File: config.mk
export PLATFORM = sky130hd
export DESIGN_NAME = cpu_dp_flat
export DESIGN_NICKNAME = d
export VERILOG_FILES = /design/src/rtl/cpu_pkg.sv /design/src/rtl/cpu_dp_if.sv /design/src/rtl/cpu_alu.sv /design/src/rtl/cpu_dp.sv /design/src/flat_wrapper.sv
export SDC_FILE = /design/constraint.sdc
export NUM_CORES = 1
export LEC_CHECK = 0
export CAP_MARGIN = 20
export CORE_MARGIN = 2
export CORE_UTILIZATION = 52
export CTS_BUF_LIST = sky130_fd_sc_hd__clkbuf_4
export DETAILED_ROUTE_END_ITERATION = 16
export HOLD_SLACK_MARGIN = 0.12
export PLACE_DENSITY = 0.87
export SETUP_SLACK_MARGIN = 0.1
export SYNTH_ARGS = -nofsm -noshare
export SYNTH_HDL_FRONTEND = slang
export SYNTH_HIERARCHICAL = 1
export SYNTH_SLANG_ARGS = --single-unit
File: constraint.sdc
create_clock -name clk -period 3.5 [get_ports clk]
set_clock_uncertainty 0.1 [all_clocks]
set_input_delay 0.35 -clock clk [delete_from_list [all_inputs] [get_ports clk]]
set_output_delay 0.35 -clock clk [all_outputs]
set_load 0.02 [all_outputs]
File: src/rtl/cpu_pkg.sv
// cpu_pkg: shared definitions for the microprogrammed 8-bit CPU datapath.
//   - control-word field positions and a decoded control-word struct
//   - ALU function encodings (fs)
//   - processor status word bit indices, psw = {z,n,c,v}
package cpu_pkg;

  localparam int CW_W  = 13;
  localparam int OPS_W = 9;

  // Control-word field positions
  localparam int CW_DA_HI = 12;
  localparam int CW_DA_LO = 11;
  localparam int CW_AA_HI = 10;
  localparam int CW_AA_LO = 9;
  localparam int CW_BA_HI = 8;
  localparam int CW_BA_LO = 7;
  localparam int CW_MB    = 6;
  localparam int CW_FS_HI = 5;
  localparam int CW_FS_LO = 3;
  localparam int CW_MD    = 2;
  localparam int CW_RW    = 1;
  localparam int CW_MW    = 0;

  // ALU function encodings
  localparam logic [2:0] FS_PASS = 3'b000;
  localparam logic [2:0] FS_ADD  = 3'b001;
  localparam logic [2:0] FS_SUB  = 3'b010;
  localparam logic [2:0] FS_INC  = 3'b011;
  localparam logic [2:0] FS_AND  = 3'b100;
  localparam logic [2:0] FS_OR   = 3'b101;
  localparam logic [2:0] FS_XOR  = 3'b110;
  localparam logic [2:0] FS_SHR  = 3'b111;

  // psw bit indices
  localparam int PSW_Z = 3;
  localparam int PSW_N = 2;
  localparam int PSW_C = 1;
  localparam int PSW_V = 0;

  typedef struct packed {
    logic [1:0] da;
    logic [1:0] aa;
    logic [1:0] ba;
    logic       mb;
    logic [2:0] fs;
    logic       md;
    logic       rw;
    logic       mw;
  } cw_t;

  function automatic cw_t decode_cw(input logic [CW_W-1:0] cw);
    cw_t d;
    d.da = cw[CW_DA_HI:CW_DA_LO];
    d.aa = cw[CW_AA_HI:CW_AA_LO];
    d.ba = cw[CW_BA_HI:CW_BA_LO];
    d.mb = cw[CW_MB];
    d.fs = cw[CW_FS_HI:CW_FS_LO];
    d.md = cw[CW_MD];
    d.rw = cw[CW_RW];
    d.mw = cw[CW_MW];
    return d;
  endfunction

endpackage

File: src/rtl/cpu_dp_if.sv
// cpu_dp_if: bundle between the CPU controller / data memory and the datapath.
//   cw, ir_ops   : control word and operand field from the controller
//   dmem_rdata   : combinational read data for the current dmem_addr
//   dmem_addr/wdata/we : data-memory port driven by the datapath
//   psw          : registered status flags {z,n,c,v} back to the controller
// There is no handshake on this bundle: the controller issues one control
// word per cycle and the datapath always accepts it.
// Modports: master = controller/memory side, slave = datapath side.
interface cpu_dp_if #(
  parameter int bw = 8
);
  import cpu_pkg::*;

  logic [CW_W-1:0]  cw;
  logic [OPS_W-1:0] ir_ops;
  logic [bw-1:0]    dmem_rdata;
  logic [bw-1:0]    dmem_addr;
  logic [bw-1:0]    dmem_wdata;
  logic             dmem_we;
  logic [3:0]       psw;

  modport master (
    output cw, ir_ops, dmem_rdata,
    input  dmem_addr, dmem_wdata, dmem_we, psw
  );

  modport slave (
    input  cw, ir_ops, dmem_rdata,
    output dmem_addr, dmem_wdata, dmem_we, psw
  );

endinterface

File: src/rtl/cpu_alu.sv
// cpu_alu: combinational 8-function ALU.
//   a_i, b_i  : operands
//   fs_i      : function select (FS_* in cpu_pkg)
//   result_o  : result modulo 2^bw
//   z_o, n_o, c_o, v_o : zero, negative, carry, signed overflow
module cpu_alu
  import cpu_pkg::*;
#(
  parameter int bw = 8
) (
  input  logic [bw-1:0] a_i,
  input  logic [bw-1:0] b_i,
  input  logic [2:0]    fs_i,
  output logic [bw-1:0] result_o,
  output logic          z_o,
  output logic          n_o,
  output logic          c_o,
  output logic          v_o
);

  localparam int MSB = bw - 1;

  logic [bw:0]   sum;
  logic [bw-1:0] res;
  logic          c;
  logic          v;

  always_comb begin
    sum = '0;
    res = '0;
    c   = 1'b0;
    v   = 1'b0;
    case (fs_i)
      FS_PASS: res = a_i;
      FS_ADD: begin
        sum = {1'b0, a_i} + {1'b0, b_i};
        res = sum[bw-1:0];
        c   = sum[bw];
        // Like-signed operands producing an opposite-signed result
        v   = (a_i[MSB] == b_i[MSB]) && (res[MSB] != a_i[MSB]);
      end
      FS_SUB: begin
        // Two's-complement subtract; carry-out of 1 means no borrow
        sum = {1'b0, a_i} + {1'b0, ~b_i} + {{bw{1'b0}}, 1'b1};
        res = sum[bw-1:0];
        c   = sum[bw];
        v   = (a_i[MSB] != b_i[MSB]) && (res[MSB] != a_i[MSB]);
      end
      FS_INC: begin
        sum = {1'b0, a_i} + {{bw{1'b0}}, 1'b1};
        res = sum[bw-1:0];
        c   = sum[bw];
        // Adding +1 overflows only when a positive A wraps to negative
        v   = ~a_i[MSB] & res[MSB];
      end
      FS_AND: res = a_i & b_i;
      FS_OR:  res = a_i | b_i;
      FS_XOR: res = a_i ^ b_i;
      FS_SHR: begin
        res = a_i >> 1;
        c   = a_i[0];
      end
      default: res = a_i;
    endcase
  end

  assign result_o = res;
  assign z_o      = (res == '0);
  assign n_o      = res[MSB];
  assign c_o      = c;
  assign v_o      = v;

endmodule

File: src/rtl/cpu_dp.sv
// cpu_dp: datapath of the microprogrammed 8-bit CPU.
//   clk  : system clock, all state updates on the rising edge
//   rst  : synchronous active-high reset, clears R0..R3 and psw
//   bus  : cpu_dp_if slave modport
//          cw, ir_ops, dmem_rdata in; dmem_addr, dmem_wdata, dmem_we, psw out
// Contains the 4-entry register file, the ALU and the psw register.
module cpu_dp
  import cpu_pkg::*;
#(
  parameter int bw = 8
) (
  input  logic       clk,
  input  logic       rst,
  cpu_dp_if.slave    bus
);

  cw_t           ctl;
  logic [bw-1:0] regs_q [4];
  logic [bw-1:0] regs_d [4];
  logic [3:0]    psw_q;
  logic [3:0]    psw_d;

  logic [bw-1:0] a_op;
  logic [bw-1:0] b_reg;
  logic [bw-1:0] b_op;
  logic [bw-1:0] alu_res;
  logic          alu_z, alu_n, alu_c, alu_v;
  logic [bw-1:0] wr_data;
  logic          unused_ops;

  assign ctl = decode_cw(bus.cw);

  // Combinational register reads; a same-cycle write is seen next cycle
  assign a_op  = regs_q[ctl.aa];
  assign b_reg = regs_q[ctl.ba];
  assign b_op  = ctl.mb ? bus.ir_ops[bw-1:0] : b_reg;

  // Only the low bw bits of the operand field form the immediate
  assign unused_ops = ^bus.ir_ops;

  cpu_alu #(.bw(bw)) u_alu (
    .a_i      (a_op),
    .b_i      (b_op),
    .fs_i     (ctl.fs),
    .result_o (alu_res),
    .z_o      (alu_z),
    .n_o      (alu_n),
    .c_o      (alu_c),
    .v_o      (alu_v)
  );

  assign wr_data = ctl.md ? bus.dmem_rdata : alu_res;

  always_comb begin
    regs_d = regs_q;
    psw_d  = psw_q;
    if (ctl.rw) begin
      regs_d[ctl.da] = wr_data;
      // Memory loads leave the flags alone
      if (!ctl.md) begin
        psw_d[PSW_Z] = alu_z;
        psw_d[PSW_N] = alu_n;
        psw_d[PSW_C] = alu_c;
        psw_d[PSW_V] = alu_v;
      end
    end
  end

  always_ff @(posedge clk) begin
    if (rst) begin
      for (int i = 0; i < 4; i++) regs_q[i] <= '0;
      psw_q <= '0;
    end else begin
      regs_q <= regs_d;
      psw_q  <= psw_d;
    end
  end

  // Memory port: address from A, write data is always the raw B register
  assign bus.dmem_addr  = a_op;
  assign bus.dmem_wdata = b_reg;
  assign bus.dmem_we    = ctl.mw & ~rst;
  assign bus.psw        = psw_q;

endmodule
File: src/flat_wrapper.sv
// flat-port wrapper written by rule: the top's interface ports become plain ports
module cpu_dp_flat import cpu_pkg::*;
#(
  parameter int bw = 8
)
  (clk, rst, bus_cw, bus_ir_ops, bus_dmem_rdata, bus_dmem_addr, bus_dmem_wdata, bus_dmem_we, bus_psw);
  cpu_dp_if #(.bw(bw)) bus_i ();
  input  logic clk;
  input  logic rst;
  input wire logic [$bits(bus_i.cw)-1:0] bus_cw;
  input wire logic [$bits(bus_i.ir_ops)-1:0] bus_ir_ops;
  input wire logic [$bits(bus_i.dmem_rdata)-1:0] bus_dmem_rdata;
  output wire logic [$bits(bus_i.dmem_addr)-1:0] bus_dmem_addr;
  output wire logic [$bits(bus_i.dmem_wdata)-1:0] bus_dmem_wdata;
  output wire logic [$bits(bus_i.dmem_we)-1:0] bus_dmem_we;
  output wire logic [$bits(bus_i.psw)-1:0] bus_psw;
  assign bus_i.cw = bus_cw;
  assign bus_i.ir_ops = bus_ir_ops;
  assign bus_i.dmem_rdata = bus_dmem_rdata;
  assign bus_dmem_addr = bus_i.dmem_addr;
  assign bus_dmem_wdata = bus_i.dmem_wdata;
  assign bus_dmem_we = bus_i.dmem_we;
  assign bus_psw = bus_i.psw;
  cpu_dp #(.bw(bw)) u_core (.clk(clk), .rst(rst), .bus(bus_i));
endmodule
# After elaboration in Yosys (flattened, before gate mapping)
# Cells that the tools add are included.
totals:
  register_bits: 36
  inputBits: 32
  output_inout_bits: 21
  elab_cells: 56
classes:
  addsub: 4
  order_cmp: 4
  eq_ne: 11
  muxes: 14
  bitwise_logic: 12
  reduce_logical: 6
op_table:
  columns: ["cell", "n"]
  rows:
  - ["$pmux W8 S8", 1]
  - ["$mux W8", 7]
  - ["$bmux W8 S2", 2]
  - ["$bwmux W32", 1]
  - ["$add A8 B8 Y9", 2]
  - ["$demux W8 S2", 1]
  - ["$eq A3 B3 Y1 const B", 4]
  - ["$add A8 B1 Y9 const B", 1]
  - ["$add A9 B1 Y9 const B", 1]
  - ["$ge A3 B3 Y1 const B", 3]
  - ["$not A2 Y3", 3]
  - ["$and A8 B8 Y8", 1]
  - ["$logic_not A8 Y1", 1]
  - ["$not A8 Y8", 1]
  - ["$or A8 B8 Y8", 1]
  - ["$xor A8 B8 Y8", 1]
  - ["$eq A3 B2 Y1 const B", 2]
  - ["$pmux W1 S4", 1]
  - ["$eq A3 B1 Y1 const B", 1]
  - ["$logic_and A1 B1 Y1", 3]
  - ["$logic_not A3 Y1", 1]
  - ["$lt A3 B1 Y1 const B", 1]
  - ["$ne A1 B1 Y1", 3]
  - ["$not A1 Y1", 3]
  - ["4 further kinds", 5]

# Depth between registers and ports, before layout
depth:
  ltp_word: 11
  ltp_mapped: 17

# Cells and area by module
# Netlist, hierarchy kept.
modules_own_cells:
  columns: ["module", "n_inst", "cells_per_inst", "area_each_um2", "seq_area_each_um2"]
  rows:
  - ["cpu_dp", 1, 201, 2063.2, 720.7]
  - ["cpu_alu", 1, 224, 1645.3, 0.0]

# Worst setup path before layout
# OpenSTA, ideal clock, no wires.
synth_timing:
  path_type: "in2reg"
  from: "in bus_cw[10]"
  to: "reg u_core.psw_q[3] (netlist: u_core/bus.psw[3])"
  setup_time_ps: 65
  arrival_time_ps: 3590
  required_ps: 3335
  path_slack_ps: -255
  path_stages: 15
  n_path_buf: 1
  cell_sequence: "buf_2 mux4_2 inv_1 ha_1 inv_1 fa_1 nor3b_4 o311a_1 a2111oi_0 o211a_1 a21oi_1 or3_1 nor3_2 mux2i_1 nor2_1"
synth_via:
  elab_chain_len: 8
  word_cells_on_any_way: 13
  classes_between: "add/sub: 4; mux: 4; bitwise: 4; reduce/logical: 1"
synth_lines:
  columns: ["element", "line_no", "source"]
  rows:
  - ["start, declared", "flat_wrapper.sv:10", "input wire logic [$bits(bus_i.cw)-1:0] bus_cw;"]
  - ["$not A2 Y3 (not written as such) *", "cpu_dp.sv:34", "assign a_op = regs_q[ctl.aa];"]
  - ["$bmux W8 S2 *", "cpu_dp.sv:34", null]
  - ["$mux W8 (not written as such) * (2 in series)", "cpu_dp.sv:34", null]
  - ["via bus_dmem_addr[0]", "flat_wrapper.sv:13", "output wire logic [$bits(bus_i.dmem_addr)-1:0] bus_dmem_addr;"]
  - ["$add A8 B8 Y9", "cpu_alu.sv:44", "sum = {1'b0, a_i} + {1'b0, ~b_i} + {{bw{1'b0}}, 1'b1};"]
  - ["$add A9 B1 Y9", "cpu_alu.sv:44", null]
  - ["$pmux W8 S8 *", "cpu_alu.sv:33", "case (fs_i)"]
  - ["via u_core.alu_res[4]", "cpu_dp.sv:26", "logic [bw-1:0] alu_res;"]
  - ["$logic_not A8 Y1 *", "cpu_alu.sv:68", "assign z_o = (res == '0);"]
  - ["via u_core.alu_z", "cpu_dp.sv:27", "logic alu_z, alu_n, alu_c, alu_v;"]
  - ["end signal, assigned", "cpu_dp.sv:75", "psw_q <= psw_d;"]
  - ["end, declared", "cpu_dp.sv:20", "logic [3:0] psw_q;"]
# The timed path passes the listed nets; every way through them passes the cells marked *. The select of a mux whose other input is x is not followed.
# A chain may end at the register's enable or synchronous reset.

# Worst setup path after layout
layout_timing:
  from: "reg u_core/regs_q[24] in the netlist's numbering"
  to: "reg u_core.psw_q[3] (netlist: u_core/bus.psw[3])"
layout_via:
  elab_chain_len: 9
  word_cells_on_any_way: 17
  classes_between: "add/sub: 4; mux: 8; bitwise: 4; reduce/logical: 1"
layout_lines:
  columns: ["element", "line_no", "source"]
  rows:
  - ["start, declared", "cpu_dp.sv:18", "logic [bw-1:0] regs_q [4];"]
  - ["start signal, assigned", "cpu_dp.sv:74", "regs_q <= regs_d;"]
  - ["$bmux W8 S2", "cpu_dp.sv:35", "assign b_reg = regs_q[ctl.ba];"]
  - ["$mux W8 (not written as such) (2 in series)", "cpu_dp.sv:35", null]
  - ["$mux W8", "cpu_dp.sv:36", "assign b_op = ctl.mb ? bus.ir_ops[bw-1:0] : b_reg;"]
  - ["$not A8 Y8", "cpu_alu.sv:44", null]
  - ["$add A8 B8 Y9", "cpu_alu.sv:44", null]
  - ["$add A9 B1 Y9", "cpu_alu.sv:44", null]
  - ["$pmux W8 S8 *", "cpu_alu.sv:33", null]
  - ["via u_core.alu_n", "cpu_dp.sv:27", null]
  - ["$logic_not A8 Y1 *", "cpu_alu.sv:68", null]
  - ["via u_core.alu_z", "cpu_dp.sv:27", null]
# Marks and branches as above.

==> results_dict.tcl <==
set metrics [dict create \
    final_common_cell "buf_4" \
    worst-r2r-setup-slack_ns -0.08 \
    place_area_um2 4840 \
    violations "negative setup slack" \
    synth_top_area_share_pct 19.4 \
    wl_mm 14.3 \
    grt_max_degree 37 \
    synth.top_cells.by_area "dfxtp_1, ha_1, mux4_2, a211oi_1, nor2_1" \
    holdPathEnd "u_core/regs_q[15]" \
    start_util_pct 54.3 \
    cpMaxStageDelayCell "mux4_2" \
    nets 614 \
    htree_levels 2 \
    gp_congestion 1.00 \
    min_path_cells 2 \
    synth_edf_count 0 \
    place_ws_ns -0.758 \
    grt_pass1_vias 4114 \
    critical_path.top_delay_family "simple AND/OR/NAND/NOR gates" \
    ys_ff_latch 36 \
    hold_buffers 0 \
    hp-class "reg2reg" \
    rr_endpoint "u_core/bus.psw[3]" \
    rows 30 \
    tightest_slew_ns 0.855 \
    worstPathMaxFanout 4 \
    cts.sinks 36 \
    multi_input_area_um2 2900 \
    clk_pin_slew_ns 0.13 \
    clk-insertion-delay-late_ns 0.35 \
    power_leakage_nw 2.23 \
    finalHoldViolCount 0 \
    remaining_drc_errors 0 \
    first_pass_iters 6 \
    cts_tree "built" \
    grt-ovfl-total 0 \
    cts-root-buf "clkbuf_4" \
    setup_violations 3 \
    r2r-start "u_core/regs_q[24]" \
    max_clock_freq_mhz 279 \
    worstPathRequired_ns 3.68 \
    drt_iter0_drc 664 \
    vias 4289 \
    startpoint "u_core/regs_q[24]" \
    fin_crit_ns 3.58 \
    area_growth_pct 42.5 \
    yosys_warnings 6 \
    ios 53 \
    drive_gt1_share_pct 38.7 \
    worstHoldStart "u_core/regs_q[15]" \
    netlist_area_um2 3710 \
    grt_pass1_wl_mm 20.8 \
    seq_area_um2 731 \
    synthDistinctLibCells 67 \
    fp.dieW_um 88.5 \
    syn_avg_cell_area_um2 8.73 \
    fp.coreArea_um2 6830 \
    worst_path_most_repeated_cell "nor2_1" \
    netlist_instances 425 \
    yosys.area.top_type "dfxtp_1" \
    portBuffers 51 \
    antenna_found_initial 0 \
    crit_path_cell_trace "mux4_2 > buf_6 > and3_1 > nand2_1 > nor2_1 > ha_1 > inv_1 > a31oi_4 > nand3_2 > buf_4 > o2111ai_1 > nand3_1 > or3_4 > nor3_2 > mux2i_1 > nor2_1" \
    power_mw 1.50 \
    path_class "reg2reg" \
    fin_crit_sh_pct 102 \
    irDropWorstVdd_uv 327 \
    syn-num-nets 485 \
    slew_headroom_pct 41.5 \
    die_area_um2 7820 \
    final_cell_mix "buf_4, nor2_1, clkdlybuf4s50_1" \
    cp_num_buf_inv 3 \
    fin_ws_ns -0.0847 \
    run_status "finished, violations left" \
    ys_async_sr_fraction_pct 0 \
    fillers 432 \
    dp_hpwl_mm 9.21 \
    rsz0062_at_grt "yes" \
    die_h_um 88.5 \
    worstPathArrival_ns 3.76 \
    final_area_um2 5290 \
    end_kind "flop" \
    via_per_inst 6.59 \
    cts_buffers 5 \
    wl_per_cell_um 22.0 \
    critical-path-max-stage-delay_ns 0.50 \
    ys_seq_area_share_pct 19.4 \
    diodes 0 \
    ant_nets 0 \
    p_per_area_nw_per_um2 285 \
    rr_worst_depth 16 \
    grt_usage_pct 34.4 \
    synth_flop_cell "dfxtp_1" \
    maxCapViolCount 0 \
    slew_viol_final 0 \
    critPathLaunchType "flop" \
    cts_buffer_depth 2 \
]
## final cells by class
type | count | share of cell area, %
clock buffer | 5 | 0.710
clock inverter | 3 | 0.260
inverter | 36 | 2.56
multi-input combinational | 320 | 54.8
sequential | 36 | 13.8
tap | 96 | 2.27
timing repair buffer | 155 | 25.6
## cell families (layout without fill, tap and decap cells)
logic type | count (synthesis) | after routing | synth area share, %
AO/OA/AOI/OAI | 122 | 122 | 24.0
AND/OR/NAND/NOR | 111 | 111 | 15.3
buffers and inverters | 69 | 199 | 10.1
multiplexers | 52 | 52 | 19.7
flip-flops | 36 | 36 | 19.4
adder cells (fa/ha/maj) | 28 | 28 | 9.85
XOR/XNOR | 7 | 7 | 1.65
## per-layer routing
metal,global-route usage (%),routed length [um],vias to the layer above
li1,-,-,1812
met1,41.6,5240,2010
met5,0,0,-
met2,59.5,6860,369
met4,16.1,835,0
met3,5.97,1410,98
## worst max path at each step
stage                     slack (ns)                 to  depth (start not counted)
after floorplan                 0.08  u_core/bus.psw[3]                         17
after global placement         -0.68  u_core/bus.psw[3]                         16
after detailed placement       -0.76  u_core/bus.psw[3]                         16
after CTS                       0.11  u_core/bus.psw[3]                         15
after global routing           -0.16  u_core/bus.psw[3]                         14
final                          -0.08  u_core/bus.psw[3]                         16
## through the flow
step	util (%)	cells	TNS [ns]	hold slack, ns
after global routing	77.4	651	-0.646	0.456
final	77.4	651	-0.142	0.435
after global placement	70.8	629	-11.17	0.383
after CTS	75.4	646	0	0.426
after detailed placement	70.8	629	-14.47	0.396
after floorplan	-	425	0	0.384
## Yosys cell counts (3+ instances only)
master,number
buf_6,8
ha_1,26
buf_2,11
o221a_2,4
or3_1,3
inv_1,36
xnor2_1,6
nand2b_1,3
nor2_1,53
a211oi_1,30
o31ai_1,4
nor2b_1,5
nand2_1,14
o21ai_0,13
o221ai_1,3
dfxtp_1,36
nor3_1,4
mux2i_1,15
mux2_4,11
buf_4,6
a21oi_1,24
a31oi_1,3
nand3_1,9
mux2_2,15
clkbuf_1,6
mux4_2,11
and3_1,3
o22ai_1,10
## timing repair
item                                    in CTS  in global routing
gates cloned                                 1                  0
buffers inserted                             8                  5
endpoints found under the setup margin      31                 24
endpoints found under the hold margin        0                  0
pin swaps                                   10                 15
gates resized for setup                     42                 30
## state kept, by name, summed over array words and instances (netlist names)
register	count
u_core/regs_q	32
u_core/bus.psw	4
## power by group
part | internal [mW] | total (mW) | leakage [nW] | switching (mW)
registers | 0.431 | 0.454 | 0.297 | 0.0227
logic | 0.409 | 0.826 | 1.90 | 0.417
clock network | 0.0739 | 0.224 | 0.0324 | 0.150
total | 0.914 | 1.50 | 2.23 | 0.590
## worst reg2reg max path: cells and delay by family, from the launching register on
kind	cells	cell delay, ns
adders and majority gates	1	0.28
buffers and inverters	3	0.40
AOI/OAI and AO/OA	2	0.38
muxes	2	0.59
and+or+nand+nor	8	1.36
DFF	1	0.38
Power figures use the tool's default switching activity.
